$ cat config.mk
export PLATFORM = sky130hd
export DESIGN_NAME = axi_err_slv
export DESIGN_NICKNAME = d
export VERILOG_FILES = /design/src/rtl/axi_pkg.sv /design/src/rtl/axi_err_slv.sv
export SDC_FILE = /design/constraint.sdc
export NUM_CORES = 1
export LEC_CHECK = 0
export ABC_AREA = 1
export BUFFER_PORTS_ARGS = -buffer_cell sky130_fd_sc_hd__buf_2
export CAP_MARGIN = 10
export CORE_AREA = 5 5 98 100
export CTS_CLUSTER_DIAMETER = 60
export DETAILED_ROUTE_END_ITERATION = 16
export DIE_AREA = 0 0 103 105
export GPL_ROUTABILITY_DRIVEN = 0
export PLACE_DENSITY_LB_ADDON = 0.15
export SYNTH_ARGS = -nofsm -noshare
export SYNTH_HDL_FRONTEND = slang
export SYNTH_SLANG_ARGS = --single-unit
export TNS_END_PERCENT = 5
$ cat constraint.sdc
create_clock -name clk_i -period 3.8 [get_ports clk_i]
set_clock_uncertainty 0.2 [all_clocks]
set_input_delay 0.76 -clock clk_i [delete_from_list [all_inputs] [get_ports clk_i]]
set_output_delay 0.76 -clock clk_i [all_outputs]
set_load 0.05 [all_outputs]
$ cat src/rtl/axi_pkg.sv
// Shared AXI definitions for the error slave: response codes, burst length
// type, FSM state enums and default request/response channel structs.
package axi_pkg;

  localparam int IdW   = 4;
  localparam int AddrW = 32;
  localparam int DataW = 64;
  localparam int UserW = 1;

  typedef logic [1:0] resp_t;
  localparam resp_t RESP_OKAY   = 2'b00;
  localparam resp_t RESP_EXOKAY = 2'b01;
  localparam resp_t RESP_SLVERR = 2'b10;
  localparam resp_t RESP_DECERR = 2'b11;

  typedef logic [7:0] len_t;

  typedef enum logic [1:0] {W_IDLE, W_DATA, W_RESP} w_state_e;
  typedef enum logic       {R_IDLE, R_DATA}         r_state_e;

  typedef struct packed {
    logic [IdW-1:0]   id;
    logic [AddrW-1:0] addr;
    len_t             len;
    logic [2:0]       size;
    logic [1:0]       burst;
    logic [UserW-1:0] user;
  } ax_chan_t;

  typedef struct packed {
    logic [DataW-1:0]   data;
    logic [DataW/8-1:0] strb;
    logic               last;
    logic [UserW-1:0]   user;
  } w_chan_t;

  typedef struct packed {
    logic [IdW-1:0]   id;
    resp_t            resp;
    logic [UserW-1:0] user;
  } b_chan_t;

  typedef struct packed {
    logic [IdW-1:0]   id;
    logic [DataW-1:0] data;
    resp_t            resp;
    logic             last;
    logic [UserW-1:0] user;
  } r_chan_t;

  typedef struct packed {
    ax_chan_t aw;
    logic     aw_valid;
    w_chan_t  w;
    logic     w_valid;
    logic     b_ready;
    ax_chan_t ar;
    logic     ar_valid;
    logic     r_ready;
  } axi_req_t;

  typedef struct packed {
    logic    aw_ready;
    logic    ar_ready;
    logic    w_ready;
    logic    b_valid;
    b_chan_t b;
    logic    r_valid;
    r_chan_t r;
  } axi_resp_t;

endpackage

$ cat src/rtl/axi_err_slv.sv
// Terminating AXI slave for unmapped address space. Accepts every AW/W/AR,
// drops write data, and completes each transaction with a fixed error
// response (one B per write, len+1 R beats per read).
// Ports:
//   clk_i      clock
//   rst_i      asynchronous active-high reset
//   slv_req_i  request from upstream pipeline stage
//   slv_resp_o response to upstream pipeline stage
module axi_err_slv import axi_pkg::*; #(
  parameter type         axi_req_t  = axi_pkg::axi_req_t,
  parameter type         axi_resp_t = axi_pkg::axi_resp_t,
  parameter resp_t       RespCode   = RESP_DECERR,
  parameter logic [63:0] RData      = 64'hBADC_AB1E_DEAD_BEEF
) (
  input  logic      clk_i,
  input  logic      rst_i,
  input  axi_req_t  slv_req_i,
  output axi_resp_t slv_resp_o
);

  localparam int IdW = $bits(slv_req_i.aw.id);
  localparam int DW  = $bits(slv_resp_o.r.data);
  // Zero-pad above RData so any data width can be sliced from the low end.
  localparam logic [DW+63:0] RDataExt = {{DW{1'b0}}, RData};

  w_state_e       w_state_q, w_state_d;
  r_state_e       r_state_q, r_state_d;
  logic [IdW-1:0] w_id_q, r_id_q;
  len_t           r_len_q, r_cnt_q;
  logic           r_last;

  // Write FSM
  always_comb begin
    w_state_d = w_state_q;
    unique case (w_state_q)
      W_IDLE:  if (slv_req_i.aw_valid) w_state_d = W_DATA;
      W_DATA:  if (slv_req_i.w_valid && slv_req_i.w.last) w_state_d = W_RESP;
      W_RESP:  if (slv_req_i.b_ready) w_state_d = W_IDLE;
      default: w_state_d = W_IDLE;
    endcase
  end

  always_ff @(posedge clk_i or posedge rst_i) begin
    if (rst_i) begin
      w_state_q <= W_IDLE;
      w_id_q    <= '0;
    end else begin
      w_state_q <= w_state_d;
      if (w_state_q == W_IDLE && slv_req_i.aw_valid) w_id_q <= slv_req_i.aw.id;
    end
  end

  // Read FSM; last beat is reached at cnt==len, so an 8-bit cnt never wraps.
  always_comb begin
    r_state_d = r_state_q;
    r_last    = (r_cnt_q == r_len_q);
    unique case (r_state_q)
      R_IDLE:  if (slv_req_i.ar_valid) r_state_d = R_DATA;
      R_DATA:  if (slv_req_i.r_ready && r_last) r_state_d = R_IDLE;
      default: r_state_d = R_IDLE;
    endcase
  end

  always_ff @(posedge clk_i or posedge rst_i) begin
    if (rst_i) begin
      r_state_q <= R_IDLE;
      r_id_q    <= '0;
      r_len_q   <= '0;
      r_cnt_q   <= '0;
    end else begin
      r_state_q <= r_state_d;
      if (r_state_q == R_IDLE && slv_req_i.ar_valid) begin
        r_id_q  <= slv_req_i.ar.id;
        r_len_q <= slv_req_i.ar.len;
        r_cnt_q <= '0;
      end else if (r_state_q == R_DATA && slv_req_i.r_ready && !r_last) begin
        r_cnt_q <= r_cnt_q + 8'd1;
      end
    end
  end

  // Outputs come from registered state only; reset forces everything low
  // so no handshake can be observed while the slave is held in reset.
  always_comb begin
    slv_resp_o = '0;
    if (!rst_i) begin
      slv_resp_o.aw_ready = (w_state_q == W_IDLE);
      slv_resp_o.w_ready  = (w_state_q == W_DATA);
      slv_resp_o.b_valid  = (w_state_q == W_RESP);
      if (w_state_q == W_RESP) begin
        slv_resp_o.b.id   = w_id_q;
        slv_resp_o.b.resp = RespCode;
      end
      slv_resp_o.ar_ready = (r_state_q == R_IDLE);
      slv_resp_o.r_valid  = (r_state_q == R_DATA);
      if (r_state_q == R_DATA) begin
        slv_resp_o.r.id   = r_id_q;
        slv_resp_o.r.data = RDataExt[DW-1:0];
        slv_resp_o.r.resp = RespCode;
        slv_resp_o.r.last = r_last;
      end
    end
  end

endmodule

==> results.toml <==
[status]
status = "finished clean"

[synthesis]
yosys_register_bits = 27
synth-simple-area-share_pct = 19.3
yosys_warnings = 0
syn_area_per_cell_um2 = 8.20
ys_types = 26
netlist_instances = 237
ys_seq_area_share_pct = 34.7
ys_top_cells_by_area = "dfrtp_1 35%, buf_4 27%, nand2_1 7.3%, mux2_2 5.2%, nor2_1 4.6%"
synth_top_family_by_area = "buffers and inverters"
synth_compound_area_share_pct = 2.64
synth_top_area_share_pct = 34.7
synthAdderAreaFrac_pct = 0.644
synth_area_um2 = 1940
synth-xor-area-share_pct = 3.60
synth.area.mux_share_pct = 6.37
synth_top_area_cell = "dfrtp_1"

[route]
wl_met2_um = 2040
vias = 1429
wl_um = 4790
highest_layer = "met4"
firstDrtPassIters = 4
wl_met1_um = 2360
drt-wirelength-per-cell_um = 12.5
vias_per_cell = 3.73
drc = 0
wl_met3_um = 350
ant_nets = 0
drt_iter0_markers = 39

[place]
preCtsSetupSlack_ps = 1080
portBuffers = 84
dpl.cell_count = 379
place_hpwl_um = 3750

[layout]
drive_above_1_share_pct = 38.9
num-nets-final = 458
nFillCells = 965
area_growth_syn_to_layout_pct = 7.66
diodes = 0
final-instance-count-excl-fill = 383

[cts]
cts_setup_buffers = 0
cts_tree = "done"
insertion_delay_ps = 270
path_clk_slew_ps = 90
cts-resized-gates = 0
cts.htree.levels = 1
cts_buffers = 3
clock_path_buffers = 2
clock-sinks = 27
clock-root-buffer = "clkbuf_8"
ctsHoldBuffers = 0

[grt]
grt.total_usage_pct = 8.57
antenna_found_initial = 0
grt_overflow = 0
grt_pass1_vias = 1400
grt_max_degree = 47
grt_pass1_wl_um = 7350

[power]
leakagePower_nw = 1.20
p_total_mw = 1.13
p_per_area_nw_per_um2 = 539
p_sw_mw = 0.531
switching_share_pct = 47.0
p_comb_share_pct = 46.6
ir_worst_vdd_v = 0.000243
intPower_mw = 0.598
seqPwrFrac_pct = 38.9
clkPwrFrac_pct = 14.5

[timing]
rsz0062_at_grt = "false"
fin_crit_ps = 2730
max_freq_mhz = 366
fin_ws_ps = 1070
finalCritPeriodShare_pct = 71.9
setup_viol = 0
tns_ps = 0
slew_viol_final = 0
final-hold-violation-count = 0
fin_hold_ws_ps = 311

[floorplan]
die_area_um2 = 10800
coreArea_um2 = 8590
die_w_um = 103
initial_utilization_pct = 22.6
io_pins = 265
die_h_um = 105
placementRows = 34

[critical_path]
cp_data_required_time_ps = 2840
crit_type = "register to output pin"
crit_path_end_kind = "output pin"
cp-start-kind = "register"
critical_path.max_fanout = 11
cp_data_arrival_time_ps = 1770

[run]
max_cap_viol_count = 0

[hold_path]
hp-class = "register to register"
-- synthesized netlist by cell type --
cell type,instances
conb_1,1
nand2_1,38
buf_6,2
nor3_1,2
nor2_2,1
ha_1,1
nand2_2,2
inv_2,3
o22ai_1,1
clkbuf_1,1
mux2_2,9
a21oi_1,5
buf_2,1
a21o_1,1
nand3b_1,1
xnor2_1,5
nand2_4,1
nor2_1,24
nand4_1,4
nand3_1,14
xor2_1,3
inv_1,17
buf_4,70
mux2_1,2
dfrtp_1,27
o22ai_2,1
-- sequential cells by signal, indices dropped and copies added (netlist names) --
signal	count
w_id_q	4
r_cnt_q	8
r_state_q	1
r_id_q	4
r_len_q	8
w_state_q	2
-- power by group through the flow --
stage | sequential (mW) | clock [mW] | combinational [mW]
2_1_floorplan | 0.430 | 0 | 0.491
3_3_place_gp | 0.447 | 0 | 0.532
3_5_place_dp | 0.447 | 0 | 0.531
4_1_cts | 0.441 | 0.176 | 0.533
5_1_grt | 0.453 | 0.188 | 0.575
6_report | 0.440 | 0.163 | 0.526
-- critical path, stage by stage, from the launching register on --
cell	delay [ps]
dfrtp_1	450
xnor2_1	190
nand2_1	60
nor2_1	170
nand2_2	210
nor2_1	130
buf_2	280
-- area by class of cell --
type / count / area (um2) / area share, %
sequential: 27 / 676 / 32.3
tap: 108 / 135 / 6.46
inverter: 20 / 75.1 / 3.59
timing repair buffer: 86 / 435 / 20.8
multi-input combinational: 138 / 727 / 34.7
clock buffer: 4 / 45.0 / 2.15
-- metal layers --
| metal | vias to the layer above | global-route usage, % |
|---|---|---|
| li1 | 724 | - |
| met1 | 641 | 12.6 |
| met2 | 60 | 12.5 |
| met3 | 4 | 1.93 |
| met4 | 0 | 2.22 |
| met5 | - | 0 |
-- kinds of logic after synthesis --
kind of cell	Yosys count
other	1
multiplexers	11
AO/OA/AOI/OAI	8
buffers and inverters	94
adder cells (fa/ha/maj)	1
AND/OR/NAND/NOR	87
XOR/XNOR	8
flip-flops	27
-- cells in the final DEF, fill, tap and decap left out, drive strengths merged --
master / synthesis / final
xnor2: 5 / 5
clkbuf: 1 / 4
ha: 1 / 1
buf: 73 / 86
o22ai: 2 / 2
a21o: 1 / 1
dfrtp: 27 / 27
mux2: 11 / 11
nand4: 4 / 4
nand2: 41 / 41
nor3: 2 / 2
a21oi: 5 / 5
conb: 1 / 23
inv: 20 / 20
nand3b: 1 / 1
nor2: 25 / 25
nand3: 14 / 14
xor2: 3 / 3
-- path summary, 6_finish.rpt --
path	startpoint	end	slack, ps	cells after the start
setup / recovery	r_cnt_q[3]$_DFFE_PP0P_	slv_resp_o[1]	1070	6
hold / removal	r_id_q[2]$_DFFE_PP0P_	r_id_q[2]$_DFFE_PP0P_	310	1
setup reg to reg	r_cnt_q[3]$_DFFE_PP0P_	r_cnt_q[7]$_DFFE_PP0P_	2060	7
hold reg to reg	r_id_q[2]$_DFFE_PP0P_	r_id_q[2]$_DFFE_PP0P_	310	1
max in group asynchronous	rst_i	r_len_q[3]$_DFFE_PP0P_	2650	3
min in group asynchronous	rst_i	w_id_q[3]$_DFFE_PP0P_	480	3
-- per-stage QoR --
step	cell area [um2]	util, %
after floorplan	2030	-
after CTS	2090	24.4
final	2090	24.4
after detailed placement	2050	23.8
after global placement	2050	23.8
after global routing	2090	24.4
No activity file was read; power rests on OpenSTA's default activity.
